<file path="src/rtl/eq_arbiter_pkg.sv">
// Shared definitions for the event-queue arbiter: op encodings, FSM states and
// the default key/length widths used by the queue and the arbiter.
package eq_arbiter_pkg;

  localparam int DAT_WD_DEF = 16;
  localparam int ADD_WD_DEF = 5;
  localparam int NREQ_DEF   = 4;

  localparam logic WRITE_OP = 1'b0;
  localparam logic READ_OP  = 1'b1;

  typedef enum logic [2:0] {
    S_IDLE      = 3'd0,
    S_WAIT_RDY  = 3'd1,
    S_ISSUE     = 3'd2,
    S_SETTLE    = 3'd3,
    S_WAIT_DONE = 3'd4,
    S_DONE      = 3'd5
  } arb_state_e;

  // A write into a full queue or a read from an empty one is refused outright.
  function automatic logic op_rejected(input logic op, input logic full, input logic empty);
    return ((op == WRITE_OP) && full) || ((op == READ_OP) && empty);
  endfunction

endpackage

</file>
<file path="src/rtl/eq_arbiter_rr.sv">
// Combinational round-robin picker: first asserted request at or after ptr_i,
// wrapping around NREQ.
module rr_arbiter #(
  parameter int NREQ = 4,
  parameter int IW   = $clog2(NREQ)
) (
  input  logic [NREQ-1:0] req_i,
  input  logic [IW-1:0]   ptr_i,
  output logic [NREQ-1:0] grant_o,
  output logic [IW-1:0]   idx_o,
  output logic            any_o
);

  logic [IW:0]   sum_s;
  logic [IW-1:0] pos_s;
  logic          found_s;

  // Scan from the pointer upward and keep the first hit.
  always_comb begin
    grant_o = '0;
    idx_o   = '0;
    found_s = 1'b0;
    sum_s   = '0;
    pos_s   = '0;
    for (int k = 0; k < NREQ; k++) begin
      sum_s = {1'b0, ptr_i} + (IW+1)'(k);
      if (sum_s >= (IW+1)'(NREQ)) begin
        sum_s = sum_s - (IW+1)'(NREQ);
      end else begin
        sum_s = sum_s;
      end
      pos_s = sum_s[IW-1:0];
      if (!found_s && req_i[pos_s]) begin
        found_s        = 1'b1;
        grant_o[pos_s] = 1'b1;
        idx_o          = pos_s;
      end else begin
        found_s = found_s;
      end
    end
    any_o = found_s;
  end

endmodule

</file>
<file path="src/rtl/eq_arbiter.sv">
// Shares one event queue between NREQ requesters: one operation in flight at a
// time, round-robin fairness, registered glitch-free queue strobes.
module eq_arbiter
  import eq_arbiter_pkg::*;
#(
  parameter int DAT_WD = DAT_WD_DEF,
  parameter int NREQ   = NREQ_DEF,
  parameter int ADD_WD = ADD_WD_DEF
) (
  input  logic                   clk,
  input  logic                   rst,
  input  logic [NREQ-1:0]        req_valid,
  input  logic [NREQ-1:0]        req_op,
  input  logic [NREQ*DAT_WD-1:0] req_data,
  output logic [NREQ-1:0]        req_ack,
  output logic [DAT_WD-1:0]      rsp_data,
  output logic                   rsp_err,
  output logic                   arb_busy,
  output logic                   q_cs,
  output logic                   q_op,
  output logic [DAT_WD-1:0]      q_ev_in,
  input  logic [DAT_WD-1:0]      q_ev_out,
  input  logic                   q_dv,
  input  logic                   q_busy,
  input  logic                   q_full,
  input  logic                   q_empty
);

  localparam int IW = $clog2(NREQ);

  if (ADD_WD < 1 || NREQ < 2) begin : g_bad_cfg
    $error("eq_arbiter: unsupported parameter set");
  end

  arb_state_e        state_q, state_d;
  logic [IW-1:0]     rr_ptr_q, rr_ptr_d;
  logic [IW-1:0]     win_idx_q, win_idx_d;
  logic [NREQ-1:0]   win_gnt_q, win_gnt_d;
  logic              win_op_q, win_op_d;
  logic [DAT_WD-1:0] win_data_q, win_data_d;
  logic [NREQ-1:0]   req_ack_q, req_ack_d;
  logic [DAT_WD-1:0] rsp_data_q, rsp_data_d;
  logic              rsp_err_q, rsp_err_d;
  logic              arb_busy_q, arb_busy_d;
  logic              q_cs_q, q_cs_d;
  logic              q_op_q, q_op_d;
  logic [DAT_WD-1:0] q_ev_in_q, q_ev_in_d;

  logic [NREQ-1:0]   gnt_s;
  logic [IW-1:0]     idx_s;
  logic              any_s;

  rr_arbiter #(.NREQ(NREQ), .IW(IW)) u_rr (
    .req_i   (req_valid),
    .ptr_i   (rr_ptr_q),
    .grant_o (gnt_s),
    .idx_o   (idx_s),
    .any_o   (any_s)
  );

  // Next-state, latch and registered-output decode.
  always_comb begin
    state_d    = state_q;
    rr_ptr_d   = rr_ptr_q;
    win_idx_d  = win_idx_q;
    win_gnt_d  = win_gnt_q;
    win_op_d   = win_op_q;
    win_data_d = win_data_q;
    rsp_data_d = rsp_data_q;
    rsp_err_d  = 1'b0;
    req_ack_d  = '0;
    case (state_q)
      S_IDLE: begin
        if (any_s) begin
          state_d    = S_WAIT_RDY;
          win_idx_d  = idx_s;
          win_gnt_d  = gnt_s;
          win_op_d   = req_op[idx_s];
          win_data_d = req_data[idx_s*DAT_WD +: DAT_WD];
          rsp_data_d = '0;
        end else begin
          state_d = S_IDLE;
        end
      end
      S_WAIT_RDY: begin
        if (q_busy) begin
          state_d = S_WAIT_RDY;
        end else if (op_rejected(win_op_q, q_full, q_empty)) begin
          state_d   = S_DONE;
          rsp_err_d = 1'b1;
          req_ack_d = win_gnt_q;
        end else if ((win_op_q == WRITE_OP) || q_dv) begin
          state_d = S_ISSUE;
        end else begin
          state_d = S_WAIT_RDY;
        end
      end
      S_ISSUE: begin
        // The queue presents the current minimum alongside the read strobe.
        state_d = S_SETTLE;
        if (win_op_q == READ_OP) begin
          rsp_data_d = q_ev_out;
        end else begin
          rsp_data_d = rsp_data_q;
        end
      end
      S_SETTLE: begin
        state_d = S_WAIT_DONE;
      end
      S_WAIT_DONE: begin
        if (!q_busy) begin
          state_d   = S_DONE;
          req_ack_d = win_gnt_q;
        end else begin
          state_d = S_WAIT_DONE;
        end
      end
      S_DONE: begin
        state_d = S_IDLE;
        if (win_idx_q == IW'(NREQ - 1)) begin
          rr_ptr_d = '0;
        end else begin
          rr_ptr_d = win_idx_q + IW'(1);
        end
      end
      default: begin
        state_d = S_IDLE;
      end
    endcase

    arb_busy_d = (state_d != S_IDLE);
    q_cs_d     = (state_d == S_ISSUE);
    if (q_cs_d) begin
      q_op_d    = win_op_d;
      q_ev_in_d = win_data_d;
    end else begin
      q_op_d    = 1'b0;
      q_ev_in_d = '0;
    end
  end

  // State and output registers; reset drops any in-flight strobe at once.
  always_ff @(posedge clk or posedge rst) begin
    if (rst) begin
      state_q    <= S_IDLE;
      rr_ptr_q   <= '0;
      win_idx_q  <= '0;
      win_gnt_q  <= '0;
      win_op_q   <= 1'b0;
      win_data_q <= '0;
      req_ack_q  <= '0;
      rsp_data_q <= '0;
      rsp_err_q  <= 1'b0;
      arb_busy_q <= 1'b0;
      q_cs_q     <= 1'b0;
      q_op_q     <= 1'b0;
      q_ev_in_q  <= '0;
    end else begin
      state_q    <= state_d;
      rr_ptr_q   <= rr_ptr_d;
      win_idx_q  <= win_idx_d;
      win_gnt_q  <= win_gnt_d;
      win_op_q   <= win_op_d;
      win_data_q <= win_data_d;
      req_ack_q  <= req_ack_d;
      rsp_data_q <= rsp_data_d;
      rsp_err_q  <= rsp_err_d;
      arb_busy_q <= arb_busy_d;
      q_cs_q     <= q_cs_d;
      q_op_q     <= q_op_d;
      q_ev_in_q  <= q_ev_in_d;
    end
  end

  assign req_ack  = req_ack_q;
  assign rsp_data = rsp_data_q;
  assign rsp_err  = rsp_err_q;
  assign arb_busy = arb_busy_q;
  assign q_cs     = q_cs_q;
  assign q_op     = q_op_q;
  assign q_ev_in  = q_ev_in_q;

endmodule
</file>
<file path="config.mk">
export PLATFORM = sky130hd
export DESIGN_NAME = eq_arbiter
export DESIGN_NICKNAME = d
export VERILOG_FILES = /design/src/rtl/eq_arbiter_pkg.sv /design/src/rtl/eq_arbiter_rr.sv /design/src/rtl/eq_arbiter.sv
export SDC_FILE = /design/constraint.sdc
export NUM_CORES = 1
export LEC_CHECK = 0
export BUFFER_PORTS_ARGS = -buffer_cell sky130_fd_sc_hd__buf_2
export CORE_UTILIZATION = 30
export CTS_CLUSTER_SIZE = 24
export DETAILED_ROUTE_END_ITERATION = 16
export SYNTH_ARGS = -nofsm -noshare
export SYNTH_HDL_FRONTEND = slang
export SYNTH_SLANG_ARGS = --single-unit
</file>
<file path="constraint.sdc">
create_clock -name clk -period 3.1 [get_ports clk]
set_input_delay 0.31 -clock clk [delete_from_list [all_inputs] [get_ports clk]]
set_output_delay 0.31 -clock clk [all_outputs]
set_load 0.05 [all_outputs]
</file>
==> results.ini <==
[logic_synthesis]
syn_avg_cell_area_um2 = 9.80
synth_top_cell_by_area = dfrtp_1
synthArstFlopShare_pct = 100
synthesis.area_mm2 = 0.00366
synthDistinctLibCells = 44
yosysTopAreaCellShare_pct = 46.4
ys_top_cells_by_area = dfrtp_1 46%, nand2_1 6.5%, mux2i_1 4.9%, nand3_1 4.6%, and2_1 3.6%
ys_warn_count = 0
synth-main-ff-cell = dfrtp_1
netlist_instances = 374
synth-seq-area-share_pct = 46.4
synth-edff-count = 0
synth_fp_nets = 477
synth_seq_cells = 68

[timing]
setup_viol = 0
report.final.slew_viol_count = 0
fmax_mhz = 403
clock-skew-final_ps = 5.64
hold_viol_final = 0
period_minus_slack_ps = 2480
relSlewSlack_pct = 17.7
period_share_pct = 80.1
worst_slew_pin_slew_ps = 1230
finalSetupTns_ps = 0
rsz0062_at_grt = false

[routing]
route.detailed.drc = 0
drt_iter0_drc = 198
avgViaCountPerCell = 4.96
wl_um = 9760
m1WireLength_um = 4590
vias = 3240
drt_first_pass_iters = 4
dr_wl_met2_um = 4420
wl_per_cell_um = 14.9
dr_wl_met3_um = 480
top_layer_used = met4
ant_nets = 0

[pwr]
leakagePower_nw = 2.48
ir_drop_mv = 0.387
p_per_area_mw_per_mm2 = 948
finalPower_mw = 4.48

[critical_path]
rr_endpoint = win_data_q[1]
cp_top_family = compound AO/OA/AOI/OAI gates
crit_required_ps = 3290
max_stage_delay_ps = 990
ff2ff_path_depth = 7
cp-start-kind = register
worstPathMaxFanout = 17
crit_path_start = rr_ptr_q[0]
path_buf_inv = 2
cp_common_cell = o211ai_1
timing.rr.start = rr_ptr_q[0]
critPathArrivalTime_ps = 2670
crit_end = win_data_q[1]
end_kind = register
cp_slowest_cell = o211ai_1
r2r_setup_slack_ps = 620
cp.depth = 7
crit_type = reg2reg
crit_chain = inv_1, ha_1, buf_4, a211oi_1, o211ai_1, a21o_1, o211ai_1

[global_route]
grt_use_total_pct = 15.9
antenna_found_initial = 0
grt_start_max_net_pins = 69
grt_first_pass_wirelength_um = 15700
grt_pass1_vias = 3112
overflow = 0

[floorplan]
die_h_um = 113
std_cell_rows = 40
fp.dieArea_mm2 = 0.0127
initial_utilization_pct = 30.6
num_io_pins = 134
die_w_um = 113
core_mm2 = 0.0120

[finish]
drive_gt1_share_pct = 36.0
area_growth_pct = 29.0
fillers = 1198
num_antenna_cells = 0
final_common_cell = buf_2
fin_nets = 606
most-common-layout-cells = 133 x buf_2, 68 x dfrtp_1, 63 x nand2_1

[clock_tree]
cts_tree = built
clock_latency_ps = 320
hold_buffers = 0
clockBufferDepth = 2
cts.sinks = 68
postCtsResizedCells = 0
post_cts_buffers = 0
clockRootBuffer = clkbuf_16
cts_max_level = 3
path_clk_slew_ps = 50
cts_buffers = 9

[place]
port_buffers = 133
dpl.hpwl_um = 7380
place.gp.congestion = 0.826

[hold_path]
worstHoldPathType = in2async

[job]
max-cap-violations = 0

[status]
status = completed

[synth_stat cells, types with 6 or more instances]
cell type and n:
clkbuf_1 13, o211ai_2 10, inv_1 6, o21ai_0 25, dfrtp_1 68, buf_2 9, nand3_1 34, nor2_1 15
and2_1 21, ha_1 9, a21o_1 17, mux2i_1 18, o211ai_1 7, nand2_1 63
[where the power goes]
group	total [mW]	internal, mW	switching [mW]
sequential	1.30	1.14	0.160
clock	0.892	0.552	0.340
combinational	2.29	0.859	1.43
[cell families (layout without fill, tap and decap cells)]
logic type / Yosys count / in the layout / share of synthesized area, %
and+or+nand+nor: 154 / 154 / 20.7
AOI/OAI and AO/OA: 88 / 88 / 17.8
adders and majority gates: 9 / 9 / 3.07
DFF: 68 / 68 / 46.4
buffers and inverters: 32 / 164 / 4.64
muxes: 23 / 23 / 7.37
[tightest hold or removal path: stages]
cell and delay (ps):
buf_2 100, inv_2 60, buf_12 300
[per-layer routing]
layer / global-route usage (%) / up-vias
met4: 6.58 / 0
met2: 24.3 / 114
li1: - / 1582
met3: 3.24 / 17
met1: 22.0 / 1527
met5: 0 / -
[stage by stage]
step           utilization (%)  cells  setup slack [ps]  cell area, µm²  hold slack, ps
2_1_floorplan                -    374               167            3660             415
3_3_place_gp              37.3    639               675            4470             415
3_5_place_dp              37.3    639               655            4470             416
4_1_cts                   39.5    653               635            4730            67.4
5_1_grt                   39.5    653               378            4730            86.7
6_report                  39.5    653               618            4730            48.8
[registers in the layout (all words and copies together) (netlist names), 2 cells and up]
name,cells
q_ev_in,16
req_ack,4
rr_ptr_q,2
rsp_data,16
state_q,3
win_data_q,16
win_gnt_q,4
win_idx_q,2
[worst min-delay path by stage]
stage / startpoint / endpoint / slack (ps) / depth (start not counted)
finish: rst / q_ev_in[13] / 50 / 3
global route: rst / q_ev_in[7] / 90 / 3
global placement: rst / q_cs / 410 / 3
floorplan: q_ev_out[0] / rsp_data[0] / 420 / 2
CTS: rst / win_data_q[13] / 70 / 3
detailed placement: rst / q_ev_in[13] / 420 / 3
[cell type report]
type | count | area [µm²] | area share (%)
Clock buffer | 12 | 246 | 5.22
Clock inverter | 2 | 12.5 | 0.265
Inverter | 6 | 22.5 | 0.477
Multi-Input combinational cell | 274 | 1800 | 38.0
Sequential cell | 68 | 1700 | 36.0
Tap cell | 147 | 184 | 3.89
Timing Repair Buffer | 144 | 761 | 16.1
Note: power is estimated with default switching activity, not from simulation.
